[config.mk]
export PLATFORM = sky130hd
export DESIGN_NAME = mem_responder
export DESIGN_NICKNAME = d
export VERILOG_FILES = /design/src/rtl/mem_responder.sv
export SDC_FILE = /design/constraint.sdc
export NUM_CORES = 1
export LEC_CHECK = 0
export CORE_ASPECT_RATIO = 0.75
export CORE_MARGIN = 8
export CORE_UTILIZATION = 62
export DETAILED_ROUTE_END_ITERATION = 7
export DONT_BUFFER_PORTS = 1
export PLACE_DENSITY = 0.8
export SYNTH_ARGS = -nofsm -noshare
export SYNTH_HDL_FRONTEND = slang
export SYNTH_SLANG_ARGS = --single-unit
[constraint.sdc]
create_clock -name clk -period 3.3 [get_ports clk]
set_clock_uncertainty 0.2 [all_clocks]
set_input_delay 0.33 -clock clk [delete_from_list [all_inputs] [get_ports clk]]
set_output_delay 0.33 -clock clk [all_outputs]
set_load 0.03 [all_outputs]
[src/rtl/mem_responder.sv]
// mem_responder: memory-side responder for the CPU memory bus.
// A 2^ADDR_WIDTH x DATA_WIDTH word store that serves one read or write at a
// time, inserts WAIT_CYCLES wait states and answers with a one-cycle ack.
// With CLEAR_ON_RESET=1 the array is zero-filled, one word per cycle, after reset.
// Ports:
//   clk   - clock, all state changes on the rising edge
//   rst   - asynchronous reset, active-high
//   req   - access request, sampled only while idle
//   we    - 1 = write, 0 = read, sampled with req
//   addr  - word address, sampled with req
//   data  - write data, sampled with req
//   mem   - read data; valid with ack on a read, held until the next read completes
//   ack   - one-cycle completion pulse
//   busy  - high whenever the responder is not idle
module mem_responder #(
  parameter int unsigned DATA_WIDTH     = 16,
  parameter int unsigned ADDR_WIDTH     = 6,
  parameter int unsigned WAIT_CYCLES    = 1,
  parameter bit          CLEAR_ON_RESET = 1'b1
) (
  input  logic                  clk,
  input  logic                  rst,
  input  logic                  req,
  input  logic                  we,
  input  logic [ADDR_WIDTH-1:0] addr,
  input  logic [DATA_WIDTH-1:0] data,
  output logic [DATA_WIDTH-1:0] mem,
  output logic                  ack,
  output logic                  busy
);

  localparam int unsigned DEPTH    = 1 << ADDR_WIDTH;
  localparam int unsigned CNT_W    = (WAIT_CYCLES > 1) ? $clog2(WAIT_CYCLES) : 1;
  localparam int unsigned CNT_LOAD = (WAIT_CYCLES > 0) ? WAIT_CYCLES - 1 : 0;

  typedef enum logic [1:0] {
    S_INIT,
    S_IDLE,
    S_WAIT,
    S_RESP
  } state_t;

  state_t                  state_q, state_d;
  logic [CNT_W-1:0]        cnt_q, cnt_d;
  logic [ADDR_WIDTH-1:0]   init_addr_q, init_addr_d;
  logic                    we_q, we_d;
  logic [ADDR_WIDTH-1:0]   addr_q, addr_d;
  logic [DATA_WIDTH-1:0]   data_q, data_d;
  logic [DATA_WIDTH-1:0]   mem_q, mem_d;
  logic                    ack_q, ack_d;
  logic                    busy_q, busy_d;

  logic [DATA_WIDTH-1:0]   array_q [DEPTH];

  // Array write port, shared by the zero-fill and request writes
  logic                    arr_we;
  logic [ADDR_WIDTH-1:0]   arr_wa;
  logic [DATA_WIDTH-1:0]   arr_wd;

  // Access performed on the edge that enters RESP
  logic                    go;
  logic                    acc_we;
  logic [ADDR_WIDTH-1:0]   acc_addr;
  logic [DATA_WIDTH-1:0]   acc_data;

  // Next-state, datapath and output decode
  always_comb begin
    state_d     = state_q;
    cnt_d       = cnt_q;
    init_addr_d = init_addr_q;
    we_d        = we_q;
    addr_d      = addr_q;
    data_d      = data_q;
    mem_d       = mem_q;
    arr_we      = 1'b0;
    arr_wa      = init_addr_q;
    arr_wd      = '0;
    go          = 1'b0;
    acc_we      = we_q;
    acc_addr    = addr_q;
    acc_data    = data_q;

    case (state_q)
      S_INIT: begin
        arr_we      = 1'b1;
        arr_wa      = init_addr_q;
        arr_wd      = '0;
        init_addr_d = init_addr_q + ADDR_WIDTH'(1);
        if (init_addr_q == ADDR_WIDTH'(DEPTH - 1)) begin
          state_d = S_IDLE;
        end
      end
      S_IDLE: begin
        if (req) begin
          we_d   = we;
          addr_d = addr;
          data_d = data;
          if (WAIT_CYCLES == 0) begin
            // No wait states: the access uses the inputs being latched now
            state_d  = S_RESP;
            go       = 1'b1;
            acc_we   = we;
            acc_addr = addr;
            acc_data = data;
          end else begin
            state_d = S_WAIT;
            cnt_d   = CNT_W'(CNT_LOAD);
          end
        end
      end
      S_WAIT: begin
        if (cnt_q == '0) begin
          state_d = S_RESP;
          go      = 1'b1;
        end else begin
          cnt_d = cnt_q - CNT_W'(1);
        end
      end
      S_RESP: begin
        state_d = S_IDLE;
      end
      default: begin
        state_d = S_IDLE;
      end
    endcase

    if (go) begin
      if (acc_we) begin
        arr_we = 1'b1;
        arr_wa = acc_addr;
        arr_wd = acc_data;
      end else begin
        mem_d = array_q[acc_addr];
      end
    end

    ack_d  = (state_d == S_RESP);
    busy_d = (state_d != S_IDLE);
  end

  // Control and output registers
  always_ff @(posedge clk or posedge rst) begin
    if (rst) begin
      state_q     <= CLEAR_ON_RESET ? S_INIT : S_IDLE;
      cnt_q       <= '0;
      init_addr_q <= '0;
      we_q        <= 1'b0;
      addr_q      <= '0;
      data_q      <= '0;
      mem_q       <= '0;
      ack_q       <= 1'b0;
      busy_q      <= CLEAR_ON_RESET;
    end else begin
      state_q     <= state_d;
      cnt_q       <= cnt_d;
      init_addr_q <= init_addr_d;
      we_q        <= we_d;
      addr_q      <= addr_d;
      data_q      <= data_d;
      mem_q       <= mem_d;
      ack_q       <= ack_d;
      busy_q      <= busy_d;
    end
  end

  // Storage array, no reset; cleared by the INIT sweep instead
  always_ff @(posedge clk) begin
    if (arr_we) begin
      array_q[arr_wa] <= arr_wd;
    end
  end

  assign mem  = mem_q;
  assign ack  = ack_q;
  assign busy = busy_q;

endmodule
==> run summary <==
The run finished with clean final reports. The tools report the kind of launch point of the worst setup path as a flip-flop. The logs give 60800 um for the detailed-placement wirelength estimate and 0.66 ns for the insertion delay to the later sink of the worst-skew pair. TritonCTS built the clock tree. The die is 315 um wide. The run gives 0.769 as the sequential cell area fraction in the yosys report. The die height was 240 um; the via count of the first global-routing pass was 21731. The clock passes through at most 3 buffers. The average footprint of a synthesized cell came out at 20.2 sq um.

The data required time at the worst endpoint came out at 3.71 ns. The startpoint of the worst-slack reg-to-reg timing path was acc_addr[4]. Final sum of negative setup slack: 0 ns.

The H-tree generated during clock tree synthesis spans 3 levels. The tightest slew margin relative to the limit came out at 0.260. The area growth from synthesis to final layout is 13.7%, and the max-cap check violation count is 0. The critical path goes through buf_12 -> nor2b_4 -> buf_12 -> a22oi_1 -> nand3_1 -> a41oi_1 -> a211o_1.

The critical-path maximum fanout is 35. The tools report the worst slack at placement as 0.0358 ns. For the finished layout, the period the worst path requires is 3.25 ns. After technology mapping, the gate count stands at 2054.

The run gives 1073 as the number of sinks handled by clock tree synthesis. The depth of the worst register-to-register path is 7. The delay of the slowest cell on the worst path was 0.80 ns.

Number of flip-flops and latches in the synthesized netlist: 1073. The internal power of the cells totals 26.9 mW. In this run the core area contains 82 standard-cell rows.

Layout cell share with drive strength beyond 1: 0.234. Entering global routing, the biggest net connects 65 pins. At the end of routability-driven placement, the weighted congestion stood at 0.943. The tools report the slack of the critical path as 0.0459 ns. The number of enable flip-flop cells after synthesis works out to 1024. The first TritonRoute pass finished after 6 iterations.

The tools report the final count of hold timing violations as 0. For this block, the routed nets add up to 103000 um of wire. The total overflow left after global routing is 0.

The critical path is of the reg2reg type. Number of library cell types mapped by synthesis: 45. Total global-route track usage: 0.273. Across all layers, the routed design uses 21934 vias. The die covers 0.0757 sq mm. Most used flip-flop cell after synthesis: sky130_fd_sc_hd__edfxtp_1. Setup repair after global routing left no endpoint under its margin.

The reported net switching power was 12.6 mW. The post-CTS clock slew at the launch and capture registers of the worst setup and hold paths came out at 0.07 ns. In this run the critical register-to-register path is captured at mem[0].

44 I/O pins were placed. For this run, design rule violations remaining after detail routing come to 0. Clock tree synthesis inserted a total of 95 buffers. The wire length of the first global-routing pass was 149000 um; the routed via count divided by cell count was 6.86. The run gives 11 as the number of antenna violations at the first check in global routing. Dividing the detail-routed wire length by the instance count gives 32.3 um.

The final layout contains 2259 nets. The tools report the destination of the critical timing path as mem[0]. The share of the synthesized area in the top cell type was 0.740; the total setup buffers inserted after CTS was 0. The count of filler cells inserted in the layout came out at 3661.

The fraction of synthesis flops using an asynchronous set or reset pin is 0.0457. The switching portion of total power is 0.319. For flop-to-flop paths, the worst setup slack is 0.05 ns. The run gives 0.430 as the fraction of power consumed by sequential logic. The tools report the max-slew violation count as 0. The power density of the placed cells was 836 mW/mm^2; the final count of negative-setup-slack endpoints was 0.

At the pin with the least slew margin, the transition time is 1.10 ns. The number of warning messages in the yosys log was 0; the peak clock frequency supported by timing was 307 MHz. The critical path starts at acc_addr[4]. Clock power share: 0.276. The tools report the launch instance of the worst min-delay path as data[3]. Data arrives at the worst endpoint at 3.66 ns. The cell sitting at the root of the clock tree is a sky130_fd_sc_hd__clkbuf_16. The class of the tightest hold or removal check is in2reg. Sorting the synthesized cells by area gives the leading types as sky130_fd_sc_hd__edfxtp_1 74%, sky130_fd_sc_hd__mux4_2 8.2%, sky130_fd_sc_hd__mux2i_1 4.6%. The logs give 15.8 nW for the leakage power figure and 0.0666 sq mm for the area of the placeable core. The cell type with the largest total area after synthesis was sky130_fd_sc_hd__edfxtp_1.

In this design, the critical path's most frequently occurring cell is sky130_fd_sc_hd__buf_12. The cell area after technology mapping was 0.0416 sq mm. The worst-case IR drop observed on VDD is 0.000559 V.

For the proportion of power drawn by combinational gates, the log shows 0.294. Once detail routing completed, the nets flagged for antenna violations numbered 0. The first routing iteration left 3556 violations. The post-route fraction of the period consumed by the critical path was 0.986; the synthesized netlist net count was 2081. Number of buffers added on ports: 0.

On the critical path, the stage with the largest delay is an instance of sky130_fd_sc_hd__dfrtp_4. The endpoint kind of the worst setup timing path was a flip-flop. Initial core utilization: 0.624.
registers in the layout, summed over array words and instances (netlist names):
signal	flops
mem	16
state_q	2
acc_addr	6
array_q	1024
busy	1
ack	1
acc_we	1
init_addr_q	6
acc_data	16
repair_timing:
item	in CTS	in global routing
gates resized for setup	2	1
hold buffers	28	0
cloned	0	0
hold endpoints to repair	61	0
endpoints found under the setup margin	2	1
worst min-delay path by stage:
stage	end	slack, ns	cells past startpoint
global placement	acc_addr[1]	0.25	1
floorplan	acc_data[10]	0.27	1
global route	acc_data[15]	0.16	2
detailed placement	acc_data[6]	0.27	1
finish	acc_data[3]	0.17	2
CTS	acc_addr[1]	0.14	2
layer usage:
metal | vias to the layer above | global-route usage | routed length [um]
met5 | - | 0 | 49
met4 | 8 | 0.0781 | 3250
met3 | 252 | 0.0975 | 14600
met2 | 1619 | 0.420 | 47500
met1 | 11246 | 0.373 | 37700
li1 | 8809 | - | -
cell families (layout without fill, tap and decap cells):
family / after synthesis / count (layout) / synth area share
AND/OR/NAND/NOR: 242 / 242 / 0.0288
AO/OA/AOI/OAI: 203 / 203 / 0.0352
adder cells (fa/ha/maj): 1 / 1 / 0.000301
multiplexers: 410 / 410 / 0.149
other: 0 / 6 / 0
XOR/XNOR: 5 / 5 / 0.00105
flip-flops: 1073 / 1073 / 0.769
buffers and inverters: 120 / 375 / 0.0158
power by group through the flow:
| stage | combinational (mW) | sequential, mW | clock, mW |
|---|---|---|---|
| after CTS | 11.4 | 16.9 | 10.9 |
| after detailed placement | 11.1 | 17.2 | 0 |
| after floorplan | 7.45 | 16.8 | 0 |
| after global placement | 10.8 | 17.1 | 0 |
| after global routing | 12.1 | 17.0 | 11.4 |
| final | 11.6 | 17.0 | 10.9 |
cell usage in the layout, fill, tap and decap left out, types with 31 or more instances in the layout:
cell / Yosys / final
sky130_fd_sc_hd__edfxtp_1: 1024 / 1024
sky130_fd_sc_hd__mux2i_1: 193 / 193
sky130_fd_sc_hd__mux4_2: 151 / 151
sky130_fd_sc_hd__buf_4: 21 / 126
sky130_fd_sc_hd__a22oi_1: 112 / 111
sky130_fd_sc_hd__nor2_1: 104 / 103
sky130_fd_sc_hd__clkbuf_16: 0 / 98
sky130_fd_sc_hd__mux2_2: 57 / 57
sky130_fd_sc_hd__nand3_1: 52 / 52
sky130_fd_sc_hd__dfrtp_1: 48 / 45
sky130_fd_sc_hd__buf_12: 1 / 43
sky130_fd_sc_hd__o22ai_1: 32 / 32
sky130_fd_sc_hd__clkbuf_1: 46 / 31
layout make-up:
type                            count  area, sq um  area share
Clock inverter                     38          375     0.00795
Clock buffer                      136         2670      0.0564
Timing Repair Buffer              198         2100      0.0444
Sequential cell                  1073        32000       0.677
Antenna cell                        6         15.0    0.000318
Multi-Input combinational cell    861         8980       0.190
Tap cell                          882         1100      0.0234
Inverter                            3         11.3    0.000238
worst max-delay path, delay by kind of cell, from the launching register on:
family | cells | cell delay, ns
AOI/OAI and AO/OA | 3 | 1.38
buffers and inverters | 2 | 0.45
DFF | 1 | 0.80
and+or+nand+nor | 2 | 0.29
metrics by stage:
| stage | hold slack, ns | cells | power, mW | util | cell area, sq um |
|---|---|---|---|---|---|
| after floorplan | 0.271 | 2054 | 24.3 | - | 41600 |
| after global placement | 0.247 | 2989 | 28.0 | 0.659 | 43900 |
| after detailed placement | 0.265 | 2989 | 28.3 | 0.659 | 43900 |
| after CTS | 0.143 | 3191 | 39.3 | 0.709 | 47200 |
| after global routing | 0.163 | 3192 | 40.5 | 0.709 | 47200 |
| final | 0.165 | 3197 | 39.5 | 0.709 | 47200 |
cells in the mapped netlist, types with 23 or more instances:
cell                          n
sky130_fd_sc_hd__o22ai_1     32
sky130_fd_sc_hd__a22oi_1    112
sky130_fd_sc_hd__mux2i_1    193
sky130_fd_sc_hd__nand2_1     25
sky130_fd_sc_hd__mux2_2      57
sky130_fd_sc_hd__buf_2       23
sky130_fd_sc_hd__nor2_1     104
sky130_fd_sc_hd__edfxtp_1  1024
sky130_fd_sc_hd__dfrtp_1     48
sky130_fd_sc_hd__mux4_2     151
sky130_fd_sc_hd__nand3_1     52
sky130_fd_sc_hd__clkbuf_1    46
Note: power is estimated with default switching activity, not from simulation.
